<file path="src/rtl/ysyx22041405_elastic_stage_if.sv">
// ============================================================================
// ysyx22041405_elastic_stage_if : valid/ready/data bundle between pipe stages
// Rev 1.0
// ============================================================================
`default_nettype none

interface ysyx22041405_elastic_stage_if #(
  parameter int WIDTH = 64
);
  logic             valid;
  logic             ready;
  logic [WIDTH-1:0] data;

  modport master (output valid, output data, input ready);
  modport slave  (input valid, input data, output ready);
endinterface

`default_nettype wire

</file>
<file path="src/rtl/ysyx22041405_elastic_stage.sv">
// ============================================================================
// ysyx22041405_elastic_stage : valid/ready elastic FIFO stage with flush and
// saturating stall counter.  Rev 1.0
// ============================================================================
`default_nettype none

module ysyx22041405_elastic_stage #(
  parameter int WIDTH   = 64,
  parameter int DEPTH   = 2,
  parameter int STALL_W = 16
) (
  input  logic                         clk,
  input  logic                         rst,
  input  logic                         i_flush,
  ysyx22041405_elastic_stage_if.slave  s_in,
  ysyx22041405_elastic_stage_if.master m_out,
  output logic [$clog2(DEPTH+1)-1:0]   o_count,
  output logic [STALL_W-1:0]           o_stall_cnt
);

  localparam int PTR_W = (DEPTH > 1) ? $clog2(DEPTH) : 1;
  localparam int CNT_W = $clog2(DEPTH + 1);
  localparam logic [CNT_W-1:0] c_DEPTH = CNT_W'(DEPTH);
  localparam logic [PTR_W-1:0] c_LAST  = PTR_W'(DEPTH - 1);

  logic [WIDTH-1:0]   r_mem [DEPTH];
  logic [PTR_W-1:0]   r_wptr;
  logic [PTR_W-1:0]   r_rptr;
  logic [CNT_W-1:0]   r_count;
  logic [STALL_W-1:0] r_stall;

  logic w_in_ready;
  logic w_out_valid;
  logic w_push;
  logic w_pop;

  // in_ready depends on stored occupancy only, never on out_ready
  assign w_in_ready  = (r_count < c_DEPTH);
  assign w_out_valid = (r_count != '0);
  assign w_push      = s_in.valid & w_in_ready;
  assign w_pop       = w_out_valid & m_out.ready;

  function automatic logic [PTR_W-1:0] f_next(input logic [PTR_W-1:0] p);
    return (p == c_LAST) ? '0 : p + PTR_W'(1);
  endfunction

  always_ff @(posedge clk or negedge rst) begin
    if (!rst) begin
      r_wptr  <= '0;
      r_rptr  <= '0;
      r_count <= '0;
    end else if (i_flush) begin
      r_wptr  <= '0;
      r_rptr  <= '0;
      r_count <= '0;
    end else begin
      if (w_push) r_wptr <= f_next(r_wptr);
      if (w_pop)  r_rptr <= f_next(r_rptr);
      case ({w_push, w_pop})
        2'b10:   r_count <= r_count + CNT_W'(1);
        2'b01:   r_count <= r_count - CNT_W'(1);
        default: r_count <= r_count;
      endcase
    end
  end

  // Payload storage carries no reset; occupancy alone decides validity
  always_ff @(posedge clk) begin
    if (w_push && !i_flush) r_mem[r_wptr] <= s_in.data;
  end

  always_ff @(posedge clk or negedge rst) begin
    if (!rst) begin
      r_stall <= '0;
    end else if (s_in.valid && !w_in_ready && (r_stall != '1)) begin
      r_stall <= r_stall + STALL_W'(1);
    end
  end

  assign s_in.ready  = w_in_ready;
  assign m_out.valid = w_out_valid;
  assign m_out.data  = w_out_valid ? r_mem[r_rptr] : '0;
  assign o_count     = r_count;
  assign o_stall_cnt = r_stall;

endmodule

`default_nettype wire

</file>
<file path="src/flat_wrapper.sv">
// flat-port wrapper written by rule: the top's interface ports become plain ports
module ysyx22041405_elastic_stage_flat 
#(
  parameter int WIDTH   = 64,
  parameter int DEPTH   = 2,
  parameter int STALL_W = 16
)
  (clk, rst, i_flush, o_count, o_stall_cnt, s_in_valid, s_in_data, s_in_ready, m_out_valid, m_out_data, m_out_ready);
  ysyx22041405_elastic_stage_if #(.WIDTH(WIDTH)) s_in_i ();
  ysyx22041405_elastic_stage_if #(.WIDTH(WIDTH)) m_out_i ();
  input  logic clk;
  input  logic rst;
  input  logic i_flush;
  output logic [$clog2(DEPTH+1)-1:0] o_count;
  output logic [STALL_W-1:0] o_stall_cnt;
  input wire logic [$bits(s_in_i.valid)-1:0] s_in_valid;
  input wire logic [$bits(s_in_i.data)-1:0] s_in_data;
  output wire logic [$bits(s_in_i.ready)-1:0] s_in_ready;
  output wire logic [$bits(m_out_i.valid)-1:0] m_out_valid;
  output wire logic [$bits(m_out_i.data)-1:0] m_out_data;
  input wire logic [$bits(m_out_i.ready)-1:0] m_out_ready;
  assign s_in_i.valid = s_in_valid;
  assign s_in_i.data = s_in_data;
  assign s_in_ready = s_in_i.ready;
  assign m_out_valid = m_out_i.valid;
  assign m_out_data = m_out_i.data;
  assign m_out_i.ready = m_out_ready;
  ysyx22041405_elastic_stage #(.WIDTH(WIDTH), .DEPTH(DEPTH), .STALL_W(STALL_W)) u_core (.clk(clk), .rst(rst), .i_flush(i_flush), .s_in(s_in_i), .m_out(m_out_i), .o_count(o_count), .o_stall_cnt(o_stall_cnt));
endmodule
</file>
<file path="config.mk">
export PLATFORM = sky130hd
export DESIGN_NAME = ysyx22041405_elastic_stage_flat
export DESIGN_NICKNAME = d
export VERILOG_FILES = /design/src/rtl/ysyx22041405_elastic_stage_if.sv /design/src/rtl/ysyx22041405_elastic_stage.sv /design/src/flat_wrapper.sv
export SDC_FILE = /design/constraint.sdc
export NUM_CORES = 1
export LEC_CHECK = 0
export BUFFER_PORTS_ARGS = -buffer_cell sky130_fd_sc_hd__buf_2
export CAP_MARGIN = 0
export CORE_UTILIZATION = 45
export CTS_CLUSTER_DIAMETER = 50
export DETAILED_ROUTE_END_ITERATION = 10
export HOLD_SLACK_MARGIN = 0.1
export PLACE_DENSITY = 0.69
export SETUP_SLACK_MARGIN = 0.2
export SYNTH_ARGS = -nofsm -noshare
export SYNTH_HDL_FRONTEND = slang
export SYNTH_SLANG_ARGS = --single-unit
</file>
<file path="constraint.sdc">
create_clock -name clk -period 6 [get_ports clk]
set_clock_uncertainty 0.1 [all_clocks]
set_input_delay 1.2 -clock clk [delete_from_list [all_inputs] [get_ports clk]]
set_output_delay 1.2 -clock clk [all_outputs]
set_load 0.01 [all_outputs]
</file>
==> results of run 1 <==
[registers in the layout (all words and copies together), names as in the netlist]
signal              cells
u_core.o_count          2
u_core.o_stall_cnt     16
u_core.r_mem          128
u_core.r_rptr           1
u_core.r_wptr           1
[worst reg2reg max path: cells and delay by family (launching register included)]
kind                   cells  cell delay (ns)
XOR/XNOR                   1             0.15
buffers and inverters      2             0.63
flip-flops                 1             0.49
AND/OR/NAND/NOR            3             0.72
[cell type report]
class                      count  area, µm²  share of cell area, %
sequential                   148       4350                   59.1
multi-input combinational    202       1440                   19.6
timing repair buffer         157        798                   10.8
clock buffer                  18        429                   5.83
tap                          172        215                   2.92
clock inverter                13        118                   1.60
inverter                       2       7.51                  0.102
[cell families after synthesis]
group	count (synthesis)	synth area share [%]
adder cells (fa/ha/maj)	1	0.215
AO/OA/AOI/OAI	14	1.46
flip-flops	148	74.6
XOR/XNOR	16	2.41
multiplexers	67	11.6
AND/OR/NAND/NOR	104	8.63
buffers and inverters	16	1.16
[cell usage after synthesis (all sizes together), types with 2 or more instances]
library cell	instances	area (µm²)
nor2b	2	12.5
o211ai	2	15.0
nor3b	2	15.0
mux2i	65	651
nand2b	2	12.5
nor4	2	27.5
xnor2	12	105
nand3	5	37.5
nand4	3	25.0
inv	2	7.51
and3	3	18.8
mux2	2	22.5
and4	3	26.3
o21ai	8	43.8
nand2	8	32.5
edfxtp	128	3840
dfrtp	20	500
a21oi	2	10.0
xor2	4	35.0
nor2	69	259
clkbuf	6	22.5
nor3	3	15.0
buf	8	37.5
[per-layer routing]
metal	vias to the layer above	global-route usage, %	part of all wire, %	wire length [µm]
li1	1682	-	-	-
met1	1642	19.8	43	4630
met2	106	27.0	49	5300
met3	15	5.96	6.4	685
met4	0	8.29	1.5	166
met5	-	0	0	0
[worst min path at each step]
| stage | start | endpoint | slack [ns] | depth (start not counted) |
|---|---|---|---|---|
| 3_3_place_gp | u_core.o_stall_cnt[11] | u_core.o_stall_cnt[11] | 0.38 | 1 |
| 4_1_cts | u_core.o_stall_cnt[11] | u_core.o_stall_cnt[11] | 0.40 | 1 |
| 5_1_grt | u_core.o_stall_cnt[11] | u_core.o_stall_cnt[11] | 0.40 | 1 |
| 3_5_place_dp | u_core.o_stall_cnt[11] | u_core.o_stall_cnt[11] | 0.39 | 1 |
| 6_report | u_core.o_stall_cnt[11] | u_core.o_stall_cnt[11] | 0.40 | 1 |
| 2_1_floorplan | u_core.o_stall_cnt[11] | u_core.o_stall_cnt[11] | 0.42 | 1 |
[through the flow]
stage               std cells  area [µm²]
floorplan                 366        5840
global placement          681        6810
detailed placement        681        6810
CTS                       712        7360
global route              712        7360
finish                    712        7360
[power breakdown]
group	internal [W]	total, W	switching [W]
Clock	0.000599	0.000976	0.000378
Combinational	0.000101	0.000223	0.000122
Sequential	0.00117	0.00121	0.0000419
Total	0.00187	0.00241	0.000541
==> key figures, run 1 <==
STA
  • Slew headroom: 23.5%
  • Final worst setup slack: 2.44 ns
  • Fin Setup TNS: 0 ns
  • Final Hold Fails: 0
  • Final worst path period share: 59.4%
  • Period minus WS final: 3.56 ns
  • Slew Limit Fails: 0
  • RSZ-0062 raised after global routing: no
  • Slew @ Worst Pin: 1.15 ns
  • Maximum clock rate: 281 MHz
  • Final setup vio count: 0
  • Hold Slack: 0.400 ns

Cells and area
  • Leading cell types in the layout, fill and taps excluded: 152 x buf_2, 128 x edfxtp_1, 68 x nor2_1
  • Fin util: 58.3%
  • Layout overhead on the synthesized area: 26.3%
  • Antenna cells: 0
  • Most common cell after layout, fill and taps aside: buf_2
  • Share of cells above drive strength 1: 36.1%
  • Layout fillers: 1041
  • Final layout net count: 598

Place
  • Pre-CTS setup slack: 2.85 ns
  • HPWL after DPL: 7.04 mm
  • RePlAce Congestion: 0.776
  • # port buffers: 152

CTS
  • Hold-fix buffers, CTS: 0
  • Worst-path clk slew: 0.06 ns
  • Worst skew pair latency: 0.41 ns
  • Num Clock Sinks: 148
  • CTS Buf Count: 17
  • H-tree level count: 4
  • Root Driver: clkbuf_16
  • CTS tree: done
  • PostCTS Resize Cnt: 0
  • Max Buffers Root-to-Sink: 2
  • Post-CTS Setup Repair Bufs: 0

Floorplanning
  • Die H: 116 µm
  • Die width: 116 µm
  • Starting density of the core: 46.2%
  • # rows: 41
  • Placeable core region: 12600 µm²
  • # IOs: 153
  • Die area: 13400 µm²

Power
  • Final Power: 0.00241 W
  • PwrDens: 328 nW/µm²
  • Max VDD drop: 0.191 mV
  • Lkg Pwr: 2.91 nW

Synth
  • Netlist Area Pre-Place: 5830 µm²
  • Yosys reg bits: 148
  • Register area share after synthesis: 74.6%
  • Async S/R FF share, synth: 13.5%
  • Syn Inst Count: 366
  • Synthesized Nets: 436
  • Synth cell types: 34
  • Synth Area per Inst: 15.9 µm²
  • Warnings, synthesis: 0
  • Main synth FF type: edfxtp_1
  • Number of flops mapped to enable cells by yosys: 128

Setup path
  • Reg2reg start: u_core.o_count[1]
  • Required time worst endpoint: 4.70 ns
  • CP endpoint: m_out_data[36]
  • CP peak stage delay: 0.56 ns
  • RR Endpoint: u_core.r_rptr
  • Critical path type: reg2out
  • R2R Setup Slk: 3.80 ns
  • R2R cell count: 6
  • Critical Path Source Type: flop
  • CP cell instances: nor2_4 > buf_4 > nor2_1 > buf_2
  • Worst Path Buf+Inv: 2
  • Top Family by Delay on Critical Path: simple AND/OR/NAND/NOR gates
  • Crit-path slowest cell: nor2_4
  • Crit path launch: u_core.o_count[1]
  • Endpoint type of the worst setup path: primary output
  • Max FO, Critical Path: 37
  • Critical path arrival: 2.26 ns
  • Count of cell instances traversed by the critical path: 4

Global routing
  • Vias in the first global route: 3362
  • Global route overflow: 0
  • First-pass GRT wire length: 16.3 mm
  • Largest net degree at the start of global routing: 66
  • GRT Util Overall: 16.7%
  • Initial antenna violation count: 0

Route
  • DR WL/cell: 15.1 µm
  • Residual DRC count: 0
  • Via/cell ratio: 4.84
  • DR pass1 iterations: 4
  • Final wirelength: 10.8 mm
  • Final ANT Viol Nets: 0
  • Vias: 3445
  • 1st-iter DRT viols: 192

Run
  • Max cap viols: 0

Min path
  • Worst hold path class: reg2reg

Outcome
  • Status: completed
(Power assumes the default switching activity.)
==> run 2, diff against run 1 <==
ABC_AREA = 1   (was not set)
clock period = 2.96 ns   (was 6 ns; I/O delays follow)
==> run 2 against run 1 <==
Compared with the run above:
- global-route usage increased by 3.2 points
- first-iteration DRC count rose by 41%
- critical path depth unchanged
- power grew 150%
- cell area increased by 2.6%
- sequential share of layout area is 1.5 points lower
- cell count grew 21%
- via count increased by 24%
- setup slack lost 2.1 ns
- sequential power is 110% higher
- register-to-register slack got worse by 2.9 ns
==> key figures, run 2 <==
Global routing
  • First-pass GRT wire length: 19.8 mm (+22%)
  • Largest net degree at the start of global routing: 67 (+1.5%)
  • GRT Util Overall: 19.9% (+3.2 points)
  • Initial antenna violation count: 3 (+3)
  • Global route overflow: 0 (unchanged)
  • Vias in the first global route: 4059 (+21%)

Power
  • Seq pwr share: 42.7% (-7.6 points)
  • Max VDD drop: 0.412 mV (+120%)
  • NetSw: 0.00176 W (+220%)
  • Combinational share of power: 21.6% (+12 points)
  • Int Pwr: 0.00422 W (+130%)
  • Sw frac: 29.4% (+7.0 points)
  • Lkg Pwr: 3.19 nW (+9.5%)
  • Final Power: 0.00597 W (+150%)
  • PwrDens: 791 nW/µm² (+140%)
  • Clk pwr share: 35.7% (-4.8 points)

Synth
  • Register area share after synthesis: 72.7% (-1.8 points)
  • Async S/R FF share, synth: 13.5% (unchanged)
  • Yosys reg bits: 148 (unchanged)
  • Synth top area cells: edfxtp_1 64%, nand2_1 12%, dfrtp_1 8.4%
  • Warnings, synthesis: 0 (unchanged)
  • Most common cell in the netlist: nand2_1
  • Yosys top cell area share: 64.4% (-1.6 points)
  • Syn Inst Count: 519 (+42%)
  • Netlist Area Pre-Place: 5970 µm² (+2.5%)
  • Synthesized Nets: 589 (+35%)
  • Synth area leader: edfxtp_1
  • Main synth FF type: edfxtp_1
  • Top cells by count, synth: 195 x nand2_1, 128 x edfxtp_1, 66 x a21oi_1
  • Synth Area per Inst: 11.5 µm² (-28%)
  • Synth cell types: 23 (-32%)
  • Number of flops mapped to enable cells by yosys: 128 (unchanged)

CTS
  • Root Driver: clkbuf_16
  • Worst-path clk slew: 0.06 ns (about the same)
  • Num Clock Sinks: 148 (unchanged)
  • Max Buffers Root-to-Sink: 2 (unchanged)
  • H-tree level count: 4 (unchanged)
  • CTS tree: done
  • Post-CTS Setup Repair Bufs: 0 (unchanged)
  • CTS Buf Count: 17 (unchanged)
  • PostCTS Resize Cnt: 0 (unchanged)
  • Worst skew pair latency: 0.42 ns (about the same)

Setup path
  • CP peak stage delay: 0.55 ns (about the same)
  • Required time worst endpoint: 2.27 ns (-2.43 ns)
  • RR Endpoint: u_core.o_stall_cnt[11]
  • Top Family by Delay on Critical Path: buffers and inverters
  • Critical path type: reg2out
  • R2R Setup Slk: 0.87 ns (-2.93 ns)
  • CP cell instances: buf_4 > nand2_1 > a21oi_1 > buf_2
  • Max FO, Critical Path: 66 (+78%)
  • R2R cell count: 9 (+3)
  • Critical path arrival: 1.93 ns (-0.33 ns)
  • Reg2reg start: u_core.o_stall_cnt[1]
  • Crit-path slowest cell: buf_4
  • Endpoint type of the worst setup path: primary output
  • Critical Path Source Type: flop
  • Worst Path Buf+Inv: 2 (unchanged)

Min path
  • Worst min-delay path endpoint: u_core.r_mem[1][45]
  • Hold path start: s_in_data[45]
  • Hold path cells: 1 (unchanged)
  • Worst hold path class: in2reg

STA
  • Slew @ Worst Pin: 0.708 ns (-0.440 ns)
  • Final Hold Fails: 0 (unchanged)
  • Final setup vio count: 0 (unchanged)
  • Fin Setup TNS: 0 ns (unchanged)
  • Final worst path period share: 88.6%
  • RSZ-0062 raised after global routing: no
  • Hold Slack: 0.257 ns (-0.142 ns)
  • Maximum clock rate: 381 MHz
  • Slew headroom: 52.8% (+29 points)
  • Period minus WS final: 2.62 ns
  • Slew Limit Fails: 0 (unchanged)

Cells and area
  • Area of the multi-input gates: 1450 µm² (+0.43%)
  • Fin util: 59.1% (+0.80 points)
  • Largest reg by FF count: u_core.r_mem
  • Share of cells above drive strength 1: 29.9% (-6.2 points)
  • Layout fillers: 1046 (+0.48%)
  • Most common cell after layout, fill and taps aside: nand2_1
  • Number of flip-flops in the largest register: 128 (unchanged)
  • Leading cell types in the layout, fill and taps excluded: 195 x nand2_1, 152 x buf_2, 128 x edfxtp_1
  • Layout overhead on the synthesized area: 26.4% (about the same)
  • Register area: 4350 µm² (about the same)
  • Final layout net count: 745 (+25%)

Floorplanning
  • Starting density of the core: 46.8% (+0.59 points)
  • Die area: 13700 µm² (+2.5%)
  • # IOs: 153 (unchanged)
  • Die H: 117 µm (+1.2%)
  • # rows: 41 (unchanged)
  • Die width: 117 µm (+1.2%)
  • Placeable core region: 12800 µm² (+1.2%)

Route
  • 1st-iter DRT viols: 270 (+41%)
  • DR WL/cell: 15.2 µm (+0.26%)
  • Final wirelength: 13.1 mm (+21%)
  • Vias: 4288 (+24%)
  • Final ANT Viol Nets: 0 (unchanged)
  • Residual DRC count: 0 (unchanged)
  • Via/cell ratio: 4.98 (+2.9%)
  • DR pass1 iterations: 5 (+1)

Place
  • # port buffers: 152 (unchanged)
  • RePlAce Congestion: 0.811 (+4.5%)
  • HPWL after DPL: 8.20 mm (+16%)

Outcome
  • Status: completed

Run
  • Max cap viols: 0 (unchanged)
[run 2: changes by cell type after synthesis, sizes merged, moves of 4 or more]
cell,change
nand2,+188
nand3,+11
mux2i,-65
buf,+8
o21ai,+5
inv,+18
xnor2,-12
a21oi,+64
nor2,-47
xor2,+4
[run 2: power groups by stage]
stage               registers, W  logic [W]  clock network, W
floorplan                0.00259   0.000755                 0
global placement         0.00258    0.00128                 0
finish                   0.00255    0.00129           0.00213
global route             0.00257    0.00144           0.00227
detailed placement       0.00259    0.00130                 0
CTS                      0.00255    0.00131           0.00218
[run 2: final cells by class]
type / count / area share [%]
clock inverters: 13 / 2.09
inverters: 21 / 1.04
diodes: 1 / 0.0331
flip-flops and latches: 148 / 57.5
well taps: 172 / 2.85
clock buffers: 19 / 5.73
multi-input cells: 326 / 19.2
repair buffers: 161 / 11.5
[run 2: worst max-delay path by stage]
stage                       start                 end  slack (ns)  depth (start not counted)
CTS                 u_core.r_rptr       m_out_data[8]        0.31                          4
global route        u_core.r_rptr      m_out_data[15]        0.21                          4
finish              u_core.r_rptr      m_out_data[15]        0.34                          4
detailed placement  u_core.r_rptr      m_out_data[15]        0.78                          4
global placement    u_core.r_rptr      m_out_data[15]        0.78                          4
floorplan              s_in_valid  u_core.r_mem[0][0]        0.63                          4
[run 2: what timing repair did]
action	in CTS	in global routing
endpoints found under the hold margin	20	0
hold buffers	1	0
setup endpoints to repair	0	0
[run 2: layer usage]
metal / GRT usage (%) / vias to the layer above / routed length, µm
li1: - / 2090 / -
met1: 24.2 / 2004 / 5400
met2: 31.9 / 164 / 6410
met3: 5.87 / 28 / 865
met4: 10.9 / 2 / 368
met5: 0 / - / 18
[run 2: cell families (layout without fill, tap and decap cells)]
| family | after synthesis | count (layout) | share of synthesized area, % |
|---|---|---|---|
| buffers and inverters | 45 | 214 | 3.35 |
| adder cells (fa/ha/maj) | 1 | 1 | 0.209 |
| AO/OA/AOI/OAI | 80 | 80 | 6.98 |
| flip-flops | 148 | 148 | 72.7 |
| AND/OR/NAND/NOR | 237 | 237 | 15.5 |
| other | 0 | 1 | 0 |
| XOR/XNOR | 8 | 8 | 1.17 |
[run 2: through the flow]
stage,cell area [µm²],cells,setup slack [ns]
2_1_floorplan,5990,519,0.627
3_3_place_gp,6950,827,0.778
3_5_place_dp,6950,827,0.781
4_1_cts,7550,860,0.315
5_1_grt,7550,861,0.206
6_report,7550,861,0.337
